### src/rtl/cargador_programa.sv
// Program loader: packs UART bytes MSB-first into words and writes them to
// consecutive instruction-memory addresses until the halt word or the last address.
module cargador_programa #(
  parameter int unsigned     len       = 32,
  parameter int unsigned     DEPTH     = 256,
  parameter logic [len-1:0]  HALT_WORD = '1
) (
  input  logic           clk,
  input  logic           reset,
  input  logic           start,
  input  logic [7:0]     rx_data,
  input  logic           rx_done,
  output logic [len-1:0] wr_addr,
  output logic [len-1:0] wr_data,
  output logic           wr_en,
  output logic [len-1:0] word_count,
  output logic           done
);

  typedef enum logic [1:0] {
    S_IDLE,
    S_RECV,
    S_DONE
  } state_t;

  localparam logic [len-1:0] LAST_ADDR = len'(DEPTH - 1);

  state_t          r_state;
  logic [1:0]      r_byte_cnt;
  logic [len-9:0]  r_shift;
  logic            w_last_write;

  // The write in flight ends the load: a byte arriving alongside it is dropped.
  assign w_last_write = wr_en && ((wr_data == HALT_WORD) || (wr_addr == LAST_ADDR));

  always_ff @(posedge clk) begin
    if (reset) begin
      r_state    <= S_IDLE;
      r_byte_cnt <= '0;
      r_shift    <= '0;
      wr_addr    <= '0;
      wr_data    <= '0;
      wr_en      <= 1'b0;
      word_count <= '0;
      done       <= 1'b0;
    end else if (start) begin
      r_state    <= S_RECV;
      r_byte_cnt <= '0;
      wr_addr    <= '0;
      wr_en      <= 1'b0;
      word_count <= '0;
      done       <= 1'b0;
    end else begin
      wr_en <= 1'b0;
      case (r_state)
        S_RECV: begin
          if (wr_en) begin
            word_count <= word_count + 1'b1;
            if (w_last_write) begin
              r_state <= S_DONE;
              done    <= 1'b1;
            end else begin
              wr_addr <= wr_addr + 1'b1;
            end
          end
          // A byte during wr_en is byte 0 of the next word, so a new write
          // can never be issued back to back with the current one.
          if (rx_done && !w_last_write) begin
            r_shift <= {r_shift[len-17:0], rx_data};
            if (r_byte_cnt == 2'd3) begin
              wr_data    <= {r_shift, rx_data};
              wr_en      <= 1'b1;
              r_byte_cnt <= '0;
            end else begin
              r_byte_cnt <= r_byte_cnt + 1'b1;
            end
          end
        end
        default: ;
      endcase
    end
  end

endmodule
### config.mk
export PLATFORM = sky130hd
export DESIGN_NAME = cargador_programa
export DESIGN_NICKNAME = d
export VERILOG_FILES = /design/src/rtl/cargador_programa.sv
export SDC_FILE = /design/constraint.sdc
export NUM_CORES = 1
export LEC_CHECK = 0
export BUFFER_PORTS_ARGS = -buffer_cell sky130_fd_sc_hd__buf_2
export CAP_MARGIN = 30
export CORE_AREA = 2 2 140 142
export DETAILED_ROUTE_END_ITERATION = 7
export DIE_AREA = 0 0 142 144
export SLEW_MARGIN = 20
export SYNTH_ARGS = -nofsm -noshare
export SYNTH_HDL_FRONTEND = slang
export SYNTH_SLANG_ARGS = --single-unit
### constraint.sdc
create_clock -name clk -period 2.2 [get_ports clk]
set_input_delay 0.11 -clock clk [delete_from_list [all_inputs] [get_ports clk]]
set_output_delay 0.11 -clock clk [all_outputs]
set_load 0.05 [all_outputs]
# == Word-level counts from Yosys, hierarchy flattened ==
# Cells that the tools add are included.
# word_totals
register_bits,125
input_bits,12
output_inout_bits,98
elab_cells,41
# op_classes
n_addsub,3
eq_ne,4
n_mux,6
n_bitwise,4
n_reduce_logical,16
# ops
cell,count
$add A32 B1 Y32 const B,2
$eq A32 B32 Y1 const B,1
$eq A32 B8 Y1 const B,1
$reduce_and A3 Y1,4
$reduce_bool A2 Y1,3
$mux W1,5
$not A1 Y1,4
$reduce_and A2 Y1,2
$reduce_and A4 Y1,1
$reduce_or A4 Y1,1
$add A2 B1 Y2 const B,1
$eq A2 B1 Y1 const B,1
$eq A2 B2 Y1 const B,1
$logic_and A1 B1 Y1,2
$mux W2,1
$reduce_or A2 Y1,1
$logic_not A1 Y1,1
$logic_or A1 B1 Y1,1

# == Longest topological paths before layout ==
# logic_depth
depth_word,7
depth_mapped,9
ltp_nobuf,6

# == Worst setup path before layout ==
# No wires, ideal clock.
# synth_path
path_type,register to register
from,register wr_addr[0]
to,register wr_data[11]
setup_time_ps,72
arrival_ps,2364
required_time_ps,2128
path_slack_ps,-235
path_stages_with_launch,9
path_buffers,2
synth_period_minus_slack_ps,2435
cell_sequence,dfxtp_1 -> ha_1 -> nand3_1 -> or2_1 -> buf_6 -> o32a_4 -> o21ai_4 -> buf_12 -> mux2i_1
# synth_via
elab_chain_cells,6
# synth_rtl
element,line_no,source
from (decl),13,"output logic [len-1:0] wr_addr,"
from (signal assigned),63,wr_addr <= wr_addr + 1'b1;
$eq A32 B8 Y1,34,assign w_last_write = wr_en && ((wr_data == HALT_WORD) || (wr_addr == LAST_ADDR));
$logic_or A1 B1 Y1,34,
$logic_and A1 B1 Y1,34,
$logic_not A1 Y1,68,if (rx_done && !w_last_write) begin
$logic_and A1 B1 Y1,68,
$reduce_and A4 Y1 (no source line),n/a,
to (signal assigned),71,"wr_data <= {r_shift, rx_data};"
to (decl),14,"output logic [len-1:0] wr_data,"
# No other way between the ends.
# A chain may end at the register's enable or synchronous reset.

# == Worst setup path in the final report ==
# layout_path
from,register wr_addr[31]
to,register wr_data[12]
# The elaborated chain is that of the path after synthesis.

==> reports/qor.csv <==
metric;value;unit
die_w;142;um
required;2540;ps
synth_nets;630;
cp_max_fo;6;
min_path_type;input port to flip-flop;
final_max_slew_viol_count;0;
die_area;0.0204;sq mm
nets;785;
placed_cell_area;0.00694;sq mm
end_kind;flip-flop;
period_needed;2110;ps
gr-total-overflow;0;
grt_setup_unrepaired;no;
antenna_found_initial;0;
drt_iter0_drc;287;
yosys.area.top_type;dfxtp_1;
holdPathStages;3;
min_period_over_period;0.960;
cts-buffers-inserted;17;
grt_pass1_wl;25.1;mm
clock_latency;420;ps
synthArstFlopShare;0;
synth-seq-cells;125;
floorplan.die.height;144;um
grt_usage;0.155;
grt_max_degree;77;
cp-endpoint;wr_data[12]$_SDFFE_PP0P_;
clock.fmax;473;MHz
ir_drop;0.535;mV
final_cell_mix;buf_2 (109), dfxtp_1 (85), nand2b_1 (64), mux2i_1 (63), buf_4 (48);
regToRegEndpoint;wr_data[12]$_SDFFE_PP0P_;
core;0.0191;sq mm
synthCells;615;
cts_root_buf;clkbuf_16;
cp-start-kind;flip-flop;
htreeDepth;4;
wl;15.5;mm
cts.clk_slew.worst_paths;60;ps
critPathMaxStageDelay;420;ps
rows;51;
setup_violations;0;
fin_skew;11.4;ps
criticalPathCategory;flip-flop to flip-flop;
pin_count;110;
drive_above_1_share;0.329;
grt_use_met2;0.234;
powerDensity;677;mW/mm^2
worstMarginPinSlew;521;ps
cts_tree;built;
crit_chain;nor4_4, nand4_4, o32a_4, o21ai_4, clkbuf_16, mux2i_1;
busiest_layer;met2;
r2r_slack;90;ps
ys.flop_type;dfxtp_1;
status;complete, no violations;
clock-sinks;125;
worstReg2RegStart;wr_addr[31]$_SDFFE_PP0P_;
ant_nets;0;
use_met3;0.0427;
use_met1;0.209;
slew_headroom;0.650;
yosys_warnings;0;
wl_per_cell;15.2;um
avgSynthCellArea;9.45;sq um
final_common_cell;buf_2;
port_buffers;109;
vias;5107;
cts_buffer_depth;2;
synth_edf_count;0;
drv_cap;0;
synth_cell_types;55;
synthesis.area;0.00581;sq mm
finalSetupTns;0;ps
final_area;0.00776;sq mm
arrival;2450;ps
diodes;0;
area_growth;33.5;%
initial_core_util;0.305;
hold_viol_final;0;
grt_pass1_vias;4754;
dp_hpwl;10.6;mm
cpMaxStageDelayCell;o32a_4;
startpoint;wr_addr[31]$_SDFFE_PP0P_;
drt-pass1-iter-count;4;
cellLeakagePower;3.21;nW
yosysSeqAreaShare;0.431;
yosysTopAreaCellShare;0.431;
ys_top_cells_by_area;dfxtp_1 (43%), mux2i_1 (11%), nand2b_1 (6.9%);
drc;0;
gp_congestion;0.739;
r2r_cells;6;
viasPerCell;5.01;
cell type report:
cell class / instances / area, sq um
clock inverter: 5 / 77.6
sequential: 125 / 2560
inverter: 12 / 45.0
fill: 1902 / 11300
clock buffer: 26 / 520
tap: 238 / 298
timing repair buffer: 173 / 1140
multi-input combinational: 441 / 3120
what timing repair did:
action | 4_1_cts | 5_1_grt
hold buffers | 7 | 0
hold endpoints to repair | 14 | 0
resized for setup | 0 | 13
setup endpoints to repair | 0 | 46
buffers inserted | 0 | 4
where the power goes:
part           switching [mW]  internal [mW]
Clock                   0.997           1.85
Sequential            0.00267           2.27
Combinational          0.0738         0.0650
sequential cells by signal (all words and copies together) (netlist names):
register	count
r_byte_cnt	2
r_shift	24
r_state	2
word_count	32
wr_addr	32
wr_data	32
wr_en	1
stage by stage:
stage / setup WS, ps / hold slack [ps] / total power, mW / util / instances
6_report: 87.6 / 18.2 / 5.25 / 0.407 / 1020
5_1_grt: 6.10 / 14.8 / 5.45 / 0.407 / 1020
4_1_cts: 18.1 / 1.02 / 5.34 / 0.399 / 1014
3_5_place_dp: 40.1 / 408 / 2.45 / 0.363 / 976
3_3_place_gp: 60.1 / 405 / 2.45 / 0.363 / 975
2_1_floorplan: 2.89 / 281 / 2.40 / - / 615
worst min-delay path by stage:
stage,from,end,slack (ps)
floorplan,rx_data[1],wr_data[1]$_SDFFE_PP0P_,280
finish,rx_data[2],r_shift[2]$_SDFFE_PP0P_,20
CTS,rx_data[2],r_shift[2]$_SDFFE_PP0P_,1
detailed placement,rx_data[7],wr_data[7]$_SDFFE_PP0P_,410
global placement,rx_data[7],r_shift[7]$_SDFFE_PP0P_,410
global route,rx_data[2],r_shift[2]$_SDFFE_PP0P_,10
worst max-delay path, delay by kind of cell, from the launching register on:
family | cells | cell delay (ps)
AO/OA/AOI/OAI | 2 | 720
AND/OR/NAND/NOR | 2 | 540
buffers and inverters | 1 | 230
multiplexers | 1 | 170
flip-flops | 1 | 360
synth_stat cells (2+ instances only):
cell type    n
mux2i_1     63
buf_4        6
and4_1       4
a21oi_1     31
nand4_1     22
inv_1       12
ha_1         3
buf_1        2
o41ai_1      8
nor2_1      30
o21a_1       2
nand3_1     20
buf_12       2
and3_1      10
a31o_2       2
nor4_1      12
and2_1       3
buf_2        5
buf_6        3
nand4_2      2
o31ai_1     16
nor3_1       8
or3_1       24
nor3b_1      2
or4_1       19
xor2_1       3
nand2_1     35
o311ai_0     8
nand2b_1    64
o21ai_1      3
xnor2_1     15
o211ai_1     2
o21ai_0     10
clkbuf_1    19
dfxtp_1    125
per-layer routing:
metal | vias to the layer above | routed length [um]
met5 | - | 0
met4 | 0 | 201
met3 | 17 | 996
met2 | 130 | 7010
met1 | 2405 | 7300
li1 | 2555 | -
kinds of logic (layout without fill, tap and decap cells):
group           count (synthesis)  count (layout)  share of synthesized area
buf+inv                        49             216                     0.0461
fa+ha+maj                       3               3                    0.00646
simple gates                  265             265                      0.269
mux                            63              63                      0.109
xor+xnor                       18              18                     0.0271
compound gates                 92              92                      0.113
flops                         125             125                      0.431
Note: power is estimated with default switching activity, not from simulation.
